[src/rtl/move_pkg.sv]
// Shared types and packed-command layout for the move scheduler and its queue.
package move_pkg;

  typedef enum logic [1:0] {
    ST_IDLE  = 2'd0,
    ST_LOAD  = 2'd1,
    ST_RUN   = 2'd2,
    ST_ABORT = 2'd3
  } move_state_e;

  localparam int MOVE_WIDTH_DFLT = 64;

  function automatic int move_cmd_w(input int mw);
    return 2 + 3 * mw;
  endfunction

  localparam int MOVE_CMD_W = 2 + 3 * MOVE_WIDTH_DFLT;

  // Command word, LSB first: incrementincrement, increment, duration, last, dir
  localparam int OFS_IINC = 0;

  function automatic int ofs_inc(input int mw);
    return mw;
  endfunction

  function automatic int ofs_dur(input int mw);
    return 2 * mw;
  endfunction

  function automatic int ofs_last(input int mw);
    return 3 * mw;
  endfunction

  function automatic int ofs_dir(input int mw);
    return 3 * mw + 1;
  endfunction

endpackage

[src/rtl/move_fifo.sv]
// Synchronous first-word-fall-through FIFO for packed move commands; flush beats push/pop.
module move_fifo
  import move_pkg::*;
#(
  parameter int DEPTH = 4,
  parameter int WIDTH = MOVE_CMD_W
) (
  input  logic                       CLK,
  input  logic                       reset,
  input  logic                       push,
  input  logic                       pop,
  input  logic                       flush,
  input  logic [WIDTH-1:0]           din,
  output logic [WIDTH-1:0]           dout,
  output logic [$clog2(DEPTH+1)-1:0] count,
  output logic                       full,
  output logic                       empty
);

  localparam int AW = $clog2(DEPTH);
  localparam int QW = $clog2(DEPTH + 1);

  logic [WIDTH-1:0] mem_r [DEPTH];
  logic [AW-1:0]    wr_ptr_r;
  logic [AW-1:0]    rd_ptr_r;
  logic [QW-1:0]    count_r;
  logic             do_push_s;
  logic             do_pop_s;

  assign full      = (count_r == QW'(DEPTH));
  assign empty     = (count_r == {QW{1'b0}});
  assign count     = count_r;
  assign dout      = mem_r[rd_ptr_r];
  assign do_push_s = push && !full && !flush;
  assign do_pop_s  = pop && !empty && !flush;

  // Pointer and occupancy bookkeeping
  always_ff @(posedge CLK) begin
    if (reset || flush) begin
      wr_ptr_r <= {AW{1'b0}};
      rd_ptr_r <= {AW{1'b0}};
      count_r  <= {QW{1'b0}};
    end else begin
      if (do_push_s) wr_ptr_r <= wr_ptr_r + AW'(1'b1);
      if (do_pop_s)  rd_ptr_r <= rd_ptr_r + AW'(1'b1);
      case ({do_push_s, do_pop_s})
        2'b10:   count_r <= count_r + QW'(1'b1);
        2'b01:   count_r <= count_r - QW'(1'b1);
        default: count_r <= count_r;
      endcase
    end
  end

  // Command storage write port
  always_ff @(posedge CLK) begin
    if (do_push_s) mem_r[wr_ptr_r] <= din;
  end

endmodule

[src/rtl/move_scheduler.sv]
// Queues coordinated moves and launches them one at a time into the step generator,
// holding move parameters stable and tracking completion and starvation status.
module move_scheduler
  import move_pkg::*;
#(
  parameter int DEPTH       = 4,
  parameter int MOVE_WIDTH  = MOVE_WIDTH_DFLT,
  parameter int COUNT_WIDTH = 32
) (
  input  logic                       CLK,
  input  logic                       reset,
  input  logic                       cmd_valid,
  output logic                       cmd_ready,
  input  logic                       cmd_dir,
  input  logic                       cmd_last,
  input  logic [MOVE_WIDTH-1:0]      cmd_duration,
  input  logic [MOVE_WIDTH-1:0]      cmd_increment,
  input  logic [MOVE_WIDTH-1:0]      cmd_incrementincrement,
  input  logic                       abort,
  output logic                       move_start,
  output logic                       move_dir,
  output logic [MOVE_WIDTH-1:0]      move_duration,
  output logic [MOVE_WIDTH-1:0]      move_increment,
  output logic [MOVE_WIDTH-1:0]      move_incrementincrement,
  input  logic                       move_done,
  output logic                       move_abort,
  output logic                       busy,
  output logic [$clog2(DEPTH+1)-1:0] queue_count,
  output logic [COUNT_WIDTH-1:0]     moves_completed,
  output logic                       underrun,
  input  logic                       underrun_clear
);

  localparam int CMD_W    = move_cmd_w(MOVE_WIDTH);
  localparam int OFS_INC  = ofs_inc(MOVE_WIDTH);
  localparam int OFS_DUR  = ofs_dur(MOVE_WIDTH);
  localparam int OFS_LAST = ofs_last(MOVE_WIDTH);
  localparam int OFS_DIR  = ofs_dir(MOVE_WIDTH);

  move_state_e            state_r;
  logic [CMD_W-1:0]       cmd_word_s;
  logic [CMD_W-1:0]       head_s;
  logic                   fifo_full_s;
  logic                   fifo_empty_s;
  logic                   push_s;
  logic                   load_s;
  logic                   underrun_set_s;
  logic                   last_r;
  logic                   move_start_r;
  logic                   move_abort_r;
  logic                   move_dir_r;
  logic [MOVE_WIDTH-1:0]  move_duration_r;
  logic [MOVE_WIDTH-1:0]  move_increment_r;
  logic [MOVE_WIDTH-1:0]  move_incrementincrement_r;
  logic                   busy_r;
  logic                   underrun_r;
  logic [COUNT_WIDTH-1:0] moves_completed_r;

  assign cmd_word_s = {cmd_dir, cmd_last, cmd_duration, cmd_increment, cmd_incrementincrement};
  // The ready check deliberately ignores a same-cycle pop.
  assign cmd_ready  = !reset && !fifo_full_s && (state_r != ST_ABORT);
  assign push_s     = cmd_valid && cmd_ready && !abort;
  // A move is popped on the edge that enters LOAD, so its fields are valid during LOAD.
  assign load_s     = !abort && !fifo_empty_s &&
                      ((state_r == ST_IDLE) || ((state_r == ST_RUN) && move_done));
  assign underrun_set_s = (state_r == ST_RUN) && move_done && !abort && fifo_empty_s && !last_r;

  move_fifo #(
    .DEPTH (DEPTH),
    .WIDTH (CMD_W)
  ) u_fifo (
    .CLK   (CLK),
    .reset (reset),
    .push  (push_s),
    .pop   (load_s),
    .flush (abort),
    .din   (cmd_word_s),
    .dout  (head_s),
    .count (queue_count),
    .full  (fifo_full_s),
    .empty (fifo_empty_s)
  );

  // Sequencing FSM with registered move parameters and status
  always_ff @(posedge CLK) begin
    if (reset) begin
      state_r                   <= ST_IDLE;
      last_r                    <= 1'b0;
      move_start_r              <= 1'b0;
      move_abort_r              <= 1'b0;
      move_dir_r                <= 1'b0;
      move_duration_r           <= {MOVE_WIDTH{1'b0}};
      move_increment_r          <= {MOVE_WIDTH{1'b0}};
      move_incrementincrement_r <= {MOVE_WIDTH{1'b0}};
      busy_r                    <= 1'b0;
      underrun_r                <= 1'b0;
      moves_completed_r         <= {COUNT_WIDTH{1'b0}};
    end else begin
      move_start_r <= load_s;
      move_abort_r <= abort;
      if (load_s) begin
        move_dir_r                <= head_s[OFS_DIR];
        last_r                    <= head_s[OFS_LAST];
        move_duration_r           <= head_s[OFS_DUR +: MOVE_WIDTH];
        move_increment_r          <= head_s[OFS_INC +: MOVE_WIDTH];
        move_incrementincrement_r <= head_s[OFS_IINC +: MOVE_WIDTH];
      end
      if (underrun_set_s) begin
        underrun_r <= 1'b1;
      end else if (underrun_clear) begin
        underrun_r <= 1'b0;
      end
      if (abort) begin
        state_r <= ST_ABORT;
        busy_r  <= 1'b1;
      end else begin
        case (state_r)
          ST_IDLE: begin
            state_r <= load_s ? ST_LOAD : ST_IDLE;
            busy_r  <= load_s;
          end
          ST_LOAD: begin
            state_r <= ST_RUN;
            busy_r  <= 1'b1;
          end
          ST_RUN: begin
            if (move_done) begin
              moves_completed_r <= moves_completed_r + COUNT_WIDTH'(1'b1);
              state_r           <= load_s ? ST_LOAD : ST_IDLE;
              busy_r            <= load_s;
            end else begin
              state_r <= ST_RUN;
              busy_r  <= 1'b1;
            end
          end
          ST_ABORT: begin
            state_r <= ST_IDLE;
            busy_r  <= 1'b0;
          end
          default: begin
            state_r <= ST_IDLE;
            busy_r  <= 1'b0;
          end
        endcase
      end
    end
  end

  assign move_start              = move_start_r;
  assign move_abort              = move_abort_r;
  assign move_dir                = move_dir_r;
  assign move_duration           = move_duration_r;
  assign move_increment          = move_increment_r;
  assign move_incrementincrement = move_incrementincrement_r;
  assign busy                    = busy_r;
  assign underrun                = underrun_r;
  assign moves_completed         = moves_completed_r;

endmodule
[config.mk]
export PLATFORM = sky130hd
export DESIGN_NAME = move_scheduler
export DESIGN_NICKNAME = d
export VERILOG_FILES = /design/src/rtl/move_pkg.sv /design/src/rtl/move_fifo.sv /design/src/rtl/move_scheduler.sv
export SDC_FILE = /design/constraint.sdc
export NUM_CORES = 1
export LEC_CHECK = 0
export ABC_AREA = 1
export CAP_MARGIN = 25
export CORE_AREA = 2 2 303 305
export DETAILED_ROUTE_END_ITERATION = 12
export DIE_AREA = 0 0 305 307
export GPL_TIMING_DRIVEN = 0
export PLACE_DENSITY = 0.66
export RECOVER_POWER = 100
export SLEW_MARGIN = 5
export SYNTH_ARGS = -nofsm -noshare
export SYNTH_HDL_FRONTEND = slang
export SYNTH_SLANG_ARGS = --single-unit
[constraint.sdc]
create_clock -name CLK -period 34.2 [get_ports CLK]
set_clock_uncertainty 0.15 [all_clocks]
set_input_delay 8.55 -clock CLK [delete_from_list [all_inputs] [get_ports CLK]]
set_output_delay 8.55 -clock CLK [all_outputs]
set_load 0.02 [all_outputs]
==> run summary <==
The stage delay of the slowest cell on the critical path works out to 660 ps. The flow ran to the end, but the final reports show violations. In this run the tightest slew margin relative to its limit is -83.9%. VDD sags by at most 0.0000406 V.

The data arrival time of the worst path is 10460 ps, and the clock share of power is 44.4%. In the final layout, the share of cells above drive strength 1 is 6.54%. The iteration-0 DRC count of the detailed router was 2330.

Net switching is 20.6% of the power. The area growth from synthesis to layout is 24.9%. STA classifies the critical path endpoint as an output pin. The synthesized net count was 3280. The final standard cell count with taps included and fillers excluded came out at 4946.

Clock tree synthesis inserted a total of 102 buffers. The dominant cell type by count on the critical path is dlygate4sd3_1. Measured along the y axis, the die boundary spans 307 µm. In this run the post-CTS setup repair buffer count came out at 0. For this configuration, the core starts out at a cell density of 41.4%.

STA puts the critical path data required time at 25500 ps. The number of instances on the worst hold path is 2, and the count of filler cells inserted in the layout is 7798. The tools report the total count of max-transition violations in the final report as 515. The total congestion overflow after global routing is 0.

The run gives 1015 as the count of clock tree sinks. The detail route stage leaves a number of antenna-violating nets equal to 0. Global routing used 21.7% of the available tracks. The number of H-tree levels came out at 3. TritonCTS built the clock tree.

The first global-routing pass estimated 152 mm of wire. The slowest stage of the critical path is the dlygate4sd3_1 cell. The congestion estimate from routability-driven global placement came to 0.822. The logic gate share of total power was 3.6%.

In this run the static leakage power is 0.0167 µW. STA classifies the critical path startpoint as a primary input. After detailed placement, the total cell area comes to 0.0441 mm². The initial antenna violation count was 60; the number of instances in the placed design was 4725. The kind of critical path is primary input to output pin.

The run gives 52.2 MHz as the achievable frequency. The post-detailed-route wirelength per cell is 21.0 µm, and the setup slack on the worst flop-to-flop path is 25360 ps. In this run the worst path has a maximum fanout of 7. Input and output buffers added on the ports amount to 432. Counting along the longest clock path gives a buffer depth of 3. For this design the total switching power over the nets is 535 µW. The number of different library cells in the post-synthesis netlist came out at 33. Counting flops and latches in the post-synthesis netlist gives 1015.

After the last flow step, the layout net total stands at 3850. The vias after detailed routing was 25900; the via count normalized by instance count was 5.23. The proportion of synthesized chip area in sequential cells came out at 74.8%.

The floorplan has 111 rows. In this run, post-CTS repair resized a total of 0 instances. The total non-filler cell area in the finished layout was 0.0469 mm²; the core outline area was 0.0907 mm². The critical path goes through dlygate4sd3_1 -> a21oi_1 -> nand2_1 -> inv_1 -> dlygate4sd3_1. Final hold violation count: 0. Root cell of the clock tree: clkbuf_16. Setup repair after global routing left no endpoint under its margin.

Max-cap violations in this run came to 25. For the finished layout, the period the worst path requires is 19160 ps. After clock tree synthesis, the flow added hold-fix buffers numbering 0.

The power per cell area was 55.3 mW/mm². The tools report the setup TNS as 0 ps. Summed over all layers, the routed wires come to 104 mm. Summing every instance area after synthesis gives 0.0376 mm². The clock reaches the later pin of the worst-skew pair after 670 ps. For the pin count of the biggest net entering global routing, the log shows 28.

Setup violations remaining at the end of the flow were counted as 0. For the worst flop-to-flop path, the logic depth is 10. The average cell area after synthesis was 12.2 µm². The library cells used most frequently in the layout, excluding fill and tap cells, are nor2_1, edfxtp_1, o21ai_0. For this design the top-level I/O count stands at 433. The via count of the first global-routing pass was 24800; the width of the chip was 305 µm. The cell count after synthesis came out at 3073. The share of total power dissipated in sequential elements is 52.0%. Most common cell after layout, fill and taps aside: nor2_1.

The internal power contribution is 2060 µW, and the HPWL reported at the end of detailed placement is 69.0 mm. The clock slew seen by the registers of the worst setup and hold paths is 60 ps, and the share of the clock period used by the worst path after layout is 56.0%. The area of the die is 0.0936 mm². The final reports fail on capacitance limit, slew limit. For this run, the number of Yosys warnings is 0. The type of the worst min-delay path was register to register. The number of optimization iterations in the first detailed-route pass was 5; the remaining routing DRC violations was 0. Measured slew at the worst slew-check pin: 2750 ps.
critical path, delay by kind of cell:
family                 cells  cell delay [ps]
buffers and inverters      3             1380
AO/OA/AOI/OAI              1              400
AND/OR/NAND/NOR            1              120
worst paths after layout:
path / from / to
worst max-delay path: reset / cmd_ready
worst min-delay path: moves_completed[8] / moves_completed[8]
worst max register to register: state_r[0] / u_fifo.mem_r[1][113]
worst min register to register: moves_completed[8] / moves_completed[8]
layout make-up:
class	instances	area [µm²]	share of cell area, %
Clock inverter	51	644	1.37
Timing Repair Buffer	466	4450	9.49
Clock buffer	142	2860	6.11
Buffer	194	866	1.85
Sequential cell	1015	28100	59.9
Inverter	54	205	0.437
Multi-Input combinational cell	1810	8240	17.6
Antenna cell	28	70.1	0.149
Tap cell	1186	1480	3.16
registers in the layout, summed over array words and instances, names as in the netlist, 2 cells and up:
register / flops
move_increment: 64
move_duration: 64
u_fifo.wr_ptr_r: 2
u_fifo.count: 3
moves_completed: 32
state_r: 2
u_fifo.rd_ptr_r: 2
u_fifo.mem_r: 776
move_incrementincrement: 64
cell usage after synthesis (all sizes together):
cell    count  area (µm²)
clkbuf     94         355
o21a        2        15.0
xor2        2        17.5
nor2      865        3290
edfxtp    776       23300
nor3        5        25.0
ha          6        75.1
nand4       7        43.8
xnor2       2        17.5
inv        54         205
buf       100         642
nand3b      1        7.51
nand3      19        95.1
dfxtp     239        4780
a21oi      22         110
a31oi       1        6.26
fa          1        20.0
o22ai     194        1210
o311ai      1        8.76
and2        1        6.26
o21ai     598        3000
nand2      83         314
layer usage:
layer  vias to the layer above  global-route usage, %  share of wire, %
met2                       906                   35.2                49
met4                        38                   8.69               2.6
met5                         -                      0              0.23
met3                       193                   4.86               7.3
li1                      12200                      -                 -
met1                     12600                   28.3                41
stage by stage:
stage	utilization (%)	hold slack, ps	worst slack, ps	power [µW]
2_1_floorplan	-	343	16180	1420
3_3_place_gp	47.8	308	7740	1480
3_5_place_dp	48.7	308	15150	1480
4_1_cts	52.5	318	15150	2620
5_1_grt	51.7	356	14890	2670
6_report	51.7	315	15040	2590
kinds of logic (layout without fill, tap and decap cells):
| kind of cell | Yosys count | after routing | synth area share [%] |
|---|---|---|---|
| DFF | 1015 | 1015 | 74.8 |
| and+or+nand+nor | 981 | 981 | 10.1 |
| AOI/OAI and AO/OA | 818 | 818 | 11.6 |
| buffers and inverters | 248 | 907 | 3.20 |
| adders and majority gates | 7 | 7 | 0.253 |
| xor gates and xnor gates | 4 | 4 | 0.0933 |
| other | 0 | 28 | 0 |
power groups by stage:
stage / Sequential [µW] / Clock (µW) / Combinational (µW)
floorplan: 1390 / 0 / 30.1
global placement: 1380 / 0 / 100
detailed placement: 1370 / 0 / 105
CTS: 1350 / 1170 / 105
global route: 1350 / 1220 / 102
finish: 1350 / 1150 / 93.7
No activity file was read; power rests on OpenSTA's default activity.
